[config.mk]
export PLATFORM = sky130hd
export DESIGN_NAME = coherence_bus_ctrl_rr
export DESIGN_NICKNAME = d
export VERILOG_FILES = /design/src/rtl/coherence_bus_ctrl_rr.sv
export SDC_FILE = /design/constraint.sdc
export NUM_CORES = 1
export LEC_CHECK = 0
export ABC_AREA = 1
export CAP_MARGIN = 20
export CELL_PAD_IN_SITES_DETAIL_PLACEMENT = 1
export CELL_PAD_IN_SITES_GLOBAL_PLACEMENT = 1
export CORE_AREA = 2 2 234 236
export DETAILED_ROUTE_END_ITERATION = 8
export DIE_AREA = 0 0 236 238
export DONT_BUFFER_PORTS = 1
export GPL_TIMING_DRIVEN = 0
export HOLD_SLACK_MARGIN = 0.02
export PLACE_DENSITY_LB_ADDON = 0.1
export SYNTH_ARGS = -nofsm -noshare
export SYNTH_HDL_FRONTEND = slang
export SYNTH_SLANG_ARGS = --single-unit
[constraint.sdc]
create_clock -name CLK -period 4.4 [get_ports CLK]
set_clock_uncertainty 0.15 [all_clocks]
set_input_delay 0.22 -clock CLK [delete_from_list [all_inputs] [get_ports CLK]]
set_output_delay 0.22 -clock CLK [all_outputs]
set_load 0.005 [all_outputs]
[src/rtl/coherence_bus_ctrl_rr.sv]
// rtl/coherence_bus_ctrl_rr.sv - round-robin snoopy MSI bus controller between private L1 caches and a shared L2
// Ports: CLK/RST; per-L1 request side dREN/dWEN/daddr/dstore/ccwrite and responder side
// ccsnoophit/ccsnoopdone/ccdirty/snoop_dstore; per-L1 outputs dwait/dload/ccwait/ccinv/ccexclusive;
// ccsnoopaddr broadcast; L2 beat port l2addr/l2store/l2REN/l2WEN/l2load/l2state.
// Optional macro BUS_CTRL_PERF_EN adds perf_txn/perf_c2c/perf_l2rd saturating counters.
module coherence_bus_ctrl_rr #(
  parameter int CPUS       = 2,
  parameter int BLOCK_SIZE = 2
) (
  input  logic                          CLK,
  input  logic                          RST,
  input  logic [CPUS-1:0]               dREN,
  input  logic [CPUS-1:0]               dWEN,
  input  logic [CPUS*32-1:0]            daddr,
  input  logic [CPUS*32*BLOCK_SIZE-1:0] dstore,
  input  logic [CPUS-1:0]               ccwrite,
  input  logic [CPUS-1:0]               ccsnoophit,
  input  logic [CPUS-1:0]               ccsnoopdone,
  input  logic [CPUS-1:0]               ccdirty,
  input  logic [CPUS*32*BLOCK_SIZE-1:0] snoop_dstore,
  output logic [CPUS-1:0]               dwait,
  output logic [CPUS*32*BLOCK_SIZE-1:0] dload,
  output logic [CPUS-1:0]               ccwait,
  output logic [CPUS-1:0]               ccinv,
  output logic [CPUS-1:0]               ccexclusive,
  output logic [31:0]                   ccsnoopaddr,
  output logic [31:0]                   l2addr,
  output logic [31:0]                   l2store,
  output logic                          l2REN,
  output logic                          l2WEN,
  input  logic [31:0]                   l2load,
  input  logic [1:0]                    l2state
`ifdef BUS_CTRL_PERF_EN
  ,
  output logic [31:0]                   perf_txn,
  output logic [31:0]                   perf_c2c,
  output logic [31:0]                   perf_l2rd
`endif
);

  localparam int DW  = 32 * BLOCK_SIZE;
  localparam int IDW = (CPUS > 1) ? $clog2(CPUS) : 1;
  localparam int BW  = (BLOCK_SIZE > 1) ? $clog2(BLOCK_SIZE) : 1;
  localparam logic [1:0]    L2_ACCESS = 2'd2;
  localparam logic [BW-1:0] LAST_BEAT = BW'(BLOCK_SIZE - 1);

  typedef enum logic [3:0] {
    S_IDLE, S_SNOOP_R, S_SNOOP_RX, S_SNOOP_INV, S_TRANSFER,
    S_READ_L2, S_WRITEBACK, S_WRITEBACK_MS, S_DONE
  } state_t;
  typedef enum logic [1:0] {K_R, K_RX, K_INV, K_WB} kind_t;

  state_t          state_q, state_d;
  kind_t           kind_q, kind_d;
  logic [IDW-1:0]  req_q, req_d, rr_q, rr_d, src_q, src_d;
  logic [31:0]     addr_q, addr_d;
  logic [DW-1:0]   line_q, line_d;
  logic [BW-1:0]   beat_q, beat_d;
  logic            hit_q, hit_d;

  logic [CPUS-1:0] request, others, hits;
  logic [IDW-1:0]  grant, src_first;
  logic            grant_vld, snoop_all_done;
  logic [31:0]     beat_addr;

  // An upgrade arrives as ccwrite alone, so it counts as a request too.
  assign request        = dREN | dWEN | ccwrite;
  assign others         = ~(CPUS'(1) << req_q);
  assign hits           = ccsnoophit & others;
  assign snoop_all_done = &(ccsnoopdone | ~others);
  assign beat_addr      = addr_q + {{(30-BW){1'b0}}, beat_q, 2'b00};

  // Scan downwards so the last hit written is the smallest offset from rr_q.
  always_comb begin
    grant     = '0;
    grant_vld = 1'b0;
    for (int i = CPUS - 1; i >= 0; i--) begin
      if (request[(int'(rr_q) + i) % CPUS]) begin
        grant     = IDW'((int'(rr_q) + i) % CPUS);
        grant_vld = 1'b1;
      end
    end
  end

  always_comb begin
    src_first = '0;
    for (int i = CPUS - 1; i >= 0; i--) begin
      if (hits[i]) src_first = IDW'(i);
    end
  end

  always_comb begin
    state_d = state_q;
    kind_d  = kind_q;
    req_d   = req_q;
    rr_d    = rr_q;
    src_d   = src_q;
    addr_d  = addr_q;
    line_d  = line_q;
    beat_d  = beat_q;
    hit_d   = hit_q;
    case (state_q)
      S_IDLE: begin
        if (grant_vld) begin
          req_d  = grant;
          rr_d   = IDW'((int'(grant) + 1) % CPUS);
          addr_d = daddr[int'(grant)*32 +: 32];
          line_d = dstore[int'(grant)*DW +: DW];
          beat_d = '0;
          hit_d  = 1'b0;
          if (dWEN[grant]) begin
            state_d = S_WRITEBACK;
            kind_d  = K_WB;
          end else if (dREN[grant] && !ccwrite[grant]) begin
            state_d = S_SNOOP_R;
            kind_d  = K_R;
          end else if (dREN[grant]) begin
            state_d = S_SNOOP_RX;
            kind_d  = K_RX;
          end else begin
            state_d = S_SNOOP_INV;
            kind_d  = K_INV;
          end
        end
      end
      S_SNOOP_R, S_SNOOP_RX, S_SNOOP_INV: begin
        if (snoop_all_done) begin
          if (state_q == S_SNOOP_INV) begin
            state_d = S_DONE;
          end else if (|hits) begin
            src_d   = src_first;
            hit_d   = 1'b1;
            state_d = S_TRANSFER;
          end else begin
            state_d = S_READ_L2;
          end
        end
      end
      S_TRANSFER: begin
        line_d = snoop_dstore[int'(src_q)*DW +: DW];
        // A plain read leaves the responder in S, so its dirty copy must reach L2.
        if (kind_q == K_R && ccdirty[src_q]) state_d = S_WRITEBACK_MS;
        else                                 state_d = S_DONE;
      end
      S_READ_L2, S_WRITEBACK, S_WRITEBACK_MS: begin
        if (l2state == L2_ACCESS) begin
          if (state_q == S_READ_L2) line_d[int'(beat_q)*32 +: 32] = l2load;
          if (beat_q == LAST_BEAT) begin
            beat_d  = '0;
            state_d = S_DONE;
          end else begin
            beat_d = beat_q + BW'(1);
          end
        end
      end
      S_DONE:  state_d = S_IDLE;
      default: state_d = S_IDLE;
    endcase
  end

  always_comb begin
    dwait       = '1;
    dload       = '0;
    ccwait      = '0;
    ccinv       = '0;
    ccexclusive = '0;
    ccsnoopaddr = '0;
    l2addr      = '0;
    l2store     = '0;
    l2REN       = 1'b0;
    l2WEN       = 1'b0;
    case (state_q)
      S_SNOOP_R: begin
        ccwait      = others;
        ccsnoopaddr = addr_q;
      end
      S_SNOOP_RX, S_SNOOP_INV: begin
        ccwait      = others;
        ccinv       = others;
        ccsnoopaddr = addr_q;
      end
      S_READ_L2: begin
        l2REN  = 1'b1;
        l2addr = beat_addr;
      end
      S_WRITEBACK, S_WRITEBACK_MS: begin
        l2WEN   = 1'b1;
        l2addr  = beat_addr;
        l2store = line_q[int'(beat_q)*32 +: 32];
      end
      S_DONE: begin
        dwait[req_q]                  = 1'b0;
        dload[int'(req_q)*DW +: DW]   = line_q;
        if (kind_q == K_RX || kind_q == K_INV || (kind_q == K_R && !hit_q))
          ccexclusive[req_q] = 1'b1;
      end
      default: ;
    endcase
  end

  always_ff @(posedge CLK or posedge RST) begin
    if (RST) begin
      state_q <= S_IDLE;
      kind_q  <= K_R;
      req_q   <= '0;
      rr_q    <= '0;
      src_q   <= '0;
      addr_q  <= '0;
      line_q  <= '0;
      beat_q  <= '0;
      hit_q   <= 1'b0;
    end else begin
      state_q <= state_d;
      kind_q  <= kind_d;
      req_q   <= req_d;
      rr_q    <= rr_d;
      src_q   <= src_d;
      addr_q  <= addr_d;
      line_q  <= line_d;
      beat_q  <= beat_d;
      hit_q   <= hit_d;
    end
  end

`ifdef BUS_CTRL_PERF_EN
  logic [31:0] perf_txn_q, perf_c2c_q, perf_l2rd_q;

  // TRANSFER always lasts exactly one cycle, so each TRANSFER cycle is one entry.
  always_ff @(posedge CLK or posedge RST) begin
    if (RST) begin
      perf_txn_q  <= '0;
      perf_c2c_q  <= '0;
      perf_l2rd_q <= '0;
    end else begin
      if (state_q == S_DONE && perf_txn_q != '1)
        perf_txn_q <= perf_txn_q + 32'd1;
      if (state_q == S_TRANSFER && perf_c2c_q != '1)
        perf_c2c_q <= perf_c2c_q + 32'd1;
      if (state_d == S_READ_L2 && state_q != S_READ_L2 && perf_l2rd_q != '1)
        perf_l2rd_q <= perf_l2rd_q + 32'd1;
    end
  end

  assign perf_txn  = perf_txn_q;
  assign perf_c2c  = perf_c2c_q;
  assign perf_l2rd = perf_l2rd_q;
`endif

endmodule

==> After elaboration in Yosys (flattened, before gate mapping) <==
Cells that the tools add are included.
{ "classes": {"n_reduce_logical": 25, "n_shift": 9, "magnitude_cmp": 6, "n_bitwise": 10, "add_sub_neg": 6, "mux": 59, "n_eq_ne": 18} }
{ "op_table": {"columns": ["cell", "n"], "rows": [
  ["$shiftx 128x8->64", 2],
  ["$mux 64", 3],
  ["$pmux 64 s3", 1],
  ["$and 128x128->128", 1],
  ["$mux 128", 1],
  ["$shift 64x33->128 const A", 1],
  ["$shiftx 64x33->128", 1],
  ["$shiftx 64x7->32", 2],
  ["$mux 32", 3],
  ["$bwmux 64", 1],
  ["$shift 32x33->64 const A", 1],
  ["$shiftx 32x33->64", 1],
  ["$neg 6->33", 1],
  ["$neg 7->33", 1],
  ["$add 32x3->32", 1],
  ["$mux 1", 30],
  ["$mux 4", 6],
  ["$mux 2", 9],
  ["$eq 4x3->1 const B", 4],
  ["$pmux 4 s4", 1],
  ["$ne 2x1->1 const B", 5],
  ["$reduce_and 5->1", 2],
  ["$eq 4x2->1 const B", 2],
  ["$lt 1x2->1 const B", 4],
  ["29 further kinds", 49]
]} }
{ "totals": {"out_inout_bits": 234, "register_bits": 107, "word_cells": 142} }

==> Depth between registers and ports, before layout <==
{ "depth": {"word_depth": 15, "mapped_depth": 12} }

==> Worst setup path after synthesis <==
OpenSTA, ideal clock, no wires.
{ "synth_path": {"path_kind": "register to output", "from": "reg beat_q", "to": "out l2addr[22]", "arrival_time_ns": 1.561, "required_ns": 4.030, "stages_incl_launch_ff": 13, "slack_ns": 2.469, "path_cell_list": "dfrtp_1 -> ha_1 -> ha_1 -> nand2_1 -> inv_1 -> nand2_1 -> nor2_2 -> inv_1 -> nor2_4 -> nand2_1 -> nor2_1 -> o21ai_0 -> nor2_1"} }
{ "synth_via": {"elab_chain_cells": 2} }
{ "synth_lines": {"columns": ["element", "line_no", "rtl"], "rows": [
  ["start, declared", "58", "logic [BW-1:0] beat_q, beat_d;"],
  ["start signal, assigned", "220", "beat_q <= beat_d;"],
  ["$add 32x3->32", "71", "assign beat_addr = addr_q + {{(30-BW){1'b0}}, beat_q, 2'b00};"],
  ["$mux 32", "172", "case (state_q)"],
  ["end, declared", "27", "output logic [31:0] l2addr,"]
]} }
Every way passes these cells.

==> Worst setup path in the final report <==
{ "layout_path": {"from": "reg state_q[2]", "to": "reg line_q[20]"} }
{ "layout_via": {"elab_chain_cells": 4, "word_cells_on_any_way": 12, "classes_between": "eq/ne (7); mux (1); reduce/logical (4)"} }
{ "layout_lines": {"columns": ["element", "line_no", "rtl"], "rows": [
  ["start, declared", "53", "state_t state_q, state_d;"],
  ["start signal, assigned", "213", "state_q <= state_d;"],
  ["$eq 4x3->1, on equally long branches", "102, 147", null],
  ["$reduce_or 3->1 (no line)", null, null],
  ["$ne 2x1->1 (no line) or $reduce_bool 3->1 (tied branches)", null, null],
  ["$reduce_and 4->1 (no line)", null, null],
  ["end signal, assigned", "219", "line_q <= line_d;"],
  ["end, declared", "57", "logic [DW-1:0] line_q, line_d;"]
]} }
Several ways; a longest one is shown, not always the timed one.
A chain may end at the register's enable or synchronous reset.

==> results.json <==
{
  "port-buffer-count": 0,
  "fin_crit_sh": 0.827,
  "setup_viol_count_final": 0,
  "hold_path_endpoint": "line_q[3]$_DFFE_PP0P_",
  "design_area_um2": 12600,
  "setup_ws_ps": 761,
  "worstSkewPairLatency_ps": 410,
  "hold_start": "dstore[3]",
  "post_place_setup_slack_ps": 1240,
  "ys_warn_count": 0,
  "synth_top_family_by_area": "simple AND/OR/NAND/NOR gates",
  "grt_first_pass_wirelength_um": 104000,
  "outcome": "finished, final reports clean",
  "globalRouteOverflowTotal": 0,
  "ys_ff_latch": 107,
  "antenna_violations_before_repair": 4,
  "synth-compound-area-share": 0.248,
  "io_pins": 602,
  "drcViolationCount": 0,
  "cts_tree": "built",
  "max_freq_mhz": 275,
  "maximum_number_of_pins_on_one_net_before_global_route_repair": 59,
  "synth.lib_cells_used.distinct": 40,
  "worst-endpoint-arrival_ps": 3830,
  "routed_wire_length_per_instance_um": 30.2,
  "final_hold_vio_count": 0,
  "r2r.worst_path.cells": 9,
  "netlist_top_cells_area": "dfrtp_1 28%, nand2_1 16%, nor2_1 13%",
  "worst_min_path_class": "primary input to flip-flop",
  "die_h_um": 238,
  "yosys.area.top_type_share": 0.275,
  "die_area_um2": 56200,
  "max_cap_violations": 0,
  "finalWeightedCongestion": 0.893,
  "cell_taking_the_most_area_after_synthesis": "dfrtp_1",
  "mappedNetlistArea_um2": 9730,
  "place.detailed.hpwl_um": 61100,
  "worst_setup_hold_path_clk_slew_ps": 80,
  "cellLeakagePower_nw": 5.33,
  "worst_slew_margin_rel": 0.217,
  "postRouteWirelength_um": 76100,
  "coreArea_um2": 53500,
  "timing.final.crit_period_ps": 3640,
  "cts_made_buffers": 9,
  "synth-seq-area-share": 0.275,
  "layout_commonest_cell": "nand2_1",
  "timing_worst_slew_pin_value_ps": 1170,
  "synth_top_flop_cell": "dfrtp_1",
  "clock_path_buffers": 2,
  "unrepaired_setup_endpoints_after_global_routing": "false",
  "postSynth.asyncResetShare": 1.00,
  "drt_pass1_iterations": 5,
  "critical_path.max_fanout": 10,
  "layout.nets": 2192,
  "vias_per_cell": 4.89,
  "timing.hold.ws_ps": 36.3,
  "place_area_um2": 10600,
  "effective_utilization_at_floorplan": 0.182,
  "worstReg2RegStart": "state_q[2]$_DFFE_PP0P_",
  "number_of_max_slew_violations_in_the_final_report": 0,
  "first_global_vias": 13200,
  "htree_levels": 3,
  "synth-xor-area-share": 0.00900,
  "seq_area_um2": 2680,
  "multiplexer_fraction_of_the_synthesized_cell_area": 0.00411,
  "powerDensity_nw_per_um2": 805,
  "cts_resized": 0,
  "avgSynthCellArea_um2": 5.91,
  "die_w_um": 236,
  "reg2reg_slack_ps": 760,
  "worstPathRequired_ps": 4590,
  "drt_first_iter_violations": 689,
  "fp-row-count": 85,
  "reg2reg_to": "line_q[20]$_DFFE_PP0P_",
  "final_antenna_net_count": 0,
  "grtUsageTotal": 0.264,
  "drive_above_1_share": 0.0559,
  "mostFrequentLayoutCells": "423 x nand2_1, 328 x nor2_1, 161 x dlygate4sd3_1",
  "final.fill_count": 6836,
  "syn_nets": 2019,
  "path_class": "flip-flop to flip-flop",
  "synthesis.instances": 1648,
  "timing.critical_path.to_type": "flip-flop",
  "synth-adder-area-share": 0.00386,
  "cts.root.buffer_cell": "clkbuf_16",
  "clock-sinks": 107,
  "irDropWorstVdd_v": 0.000236,
  "vias": 12300,
  "crit_path_start_kind": "flip-flop",
  "synth_enable_flop_cells": 0,
  "multi_input_area_um2": 5880,
  "yosys.area_share.simple": 0.339,
  "whs_path_depth": 4,
  "syn_to_final_growth_pct": 29.2
}
==> how the worst max path moves through the flow <==
| stage | depth (start not counted) | to | slack (ps) | start |
|---|---|---|---|---|
| final | 9 | line_q[20]$_DFFE_PP0P_ | 760 | state_q[2]$_DFFE_PP0P_ |
| after global routing | 9 | line_q[20]$_DFFE_PP0P_ | 580 | state_q[2]$_DFFE_PP0P_ |
| after CTS | 9 | line_q[20]$_DFFE_PP0P_ | 710 | state_q[2]$_DFFE_PP0P_ |
| after detailed placement | 5 | l2store[17] | 1240 | beat_q$_DFFE_PP0P_ |
| after global placement | 1 | addr_q[0]$_DFFE_PP0P_ | -1080 | RST |
| after floorplan | 1 | addr_q[0]$_DFFE_PP0P_ | 1210 | RST |
==> synthesized netlist by cell type, types with 5 or more instances <==
cell type / instances
nand2_1: 423
nor2_1: 328
inv_1: 150
o21ai_0: 131
a21oi_1: 112
dfrtp_1: 107
o21ai_1: 59
clkbuf_1: 49
o211ai_1: 35
a31oi_1: 34
a211oi_1: 33
buf_2: 33
nand3_1: 33
nor3_1: 19
buf_1: 13
buf_6: 12
xor2_1: 10
a32oi_1: 8
inv_2: 6
nand3_2: 6
nand4_1: 5
o21a_1: 5
o21ai_2: 5
==> repair_timing <==
item | 4_1_cts | 5_1_grt
endpoints found under the hold margin | 142 | 0
hold buffers | 161 | 0
setup buffers | 0 | 0
==> flip-flops by register name, indices dropped and copies added, names as in the netlist <==
register / count
line_q: 64
addr_q: 32
state_q: 4
kind_q: 2
beat_q: 1
hit_q: 1
req_q: 1
rr_q: 1
src_q: 1
==> cell families after synthesis <==
group | after synthesis
simple gates | 829
mux | 4
buf+inv | 271
fa+ha+maj | 3
flops | 107
compound gates | 424
xor+xnor | 10
==> metal layers <==
layer / GRT usage / share of wire
met4: 0.0722 / 0.025
met2: 0.480 / 0.51
met1: 0.307 / 0.41
met3: 0.0661 / 0.060
met5: 0 / 0.00016
==> where the power goes <==
group	internal (mW)	switching [mW]	leakage [nW]
Combinational	2.22	5.08	3.85
Sequential	1.50	0.326	1.31
Clock	0.506	0.502	0.160
==> final cells by class <==
class,count,share of cell area
buffer,113,0.0464
timing repair buffer,162,0.130
clock inverter,7,0.00796
clock buffer,9,0.0179
antenna,2,0.000398
multi-input combinational,1270,0.467
inverter,158,0.0478
sequential,107,0.213
tap,696,0.0692
==> through the flow <==
step	util	instances	setup TNS (ps)	power, mW
after global placement	0.198	2344	-113530	8.44
after detailed placement	0.199	2345	0	8.51
final	0.235	2524	0	10.1
after floorplan	-	1648	0	5.60
after global routing	0.235	2523	0	10.9
after CTS	0.235	2522	0	10.2
==> critical path, stage by stage (launching register included) <==
cell,delay [ps]
dfrtp_1,390
inv_1,120
nor2_4,90
nand2_1,580
clkinv_1,610
a32oi_1,320
dlygate4sd3_1,580
nand3_2,80
dlygate4sd3_1,590
o21ai_2,60
Note: power is estimated with default switching activity, not from simulation.
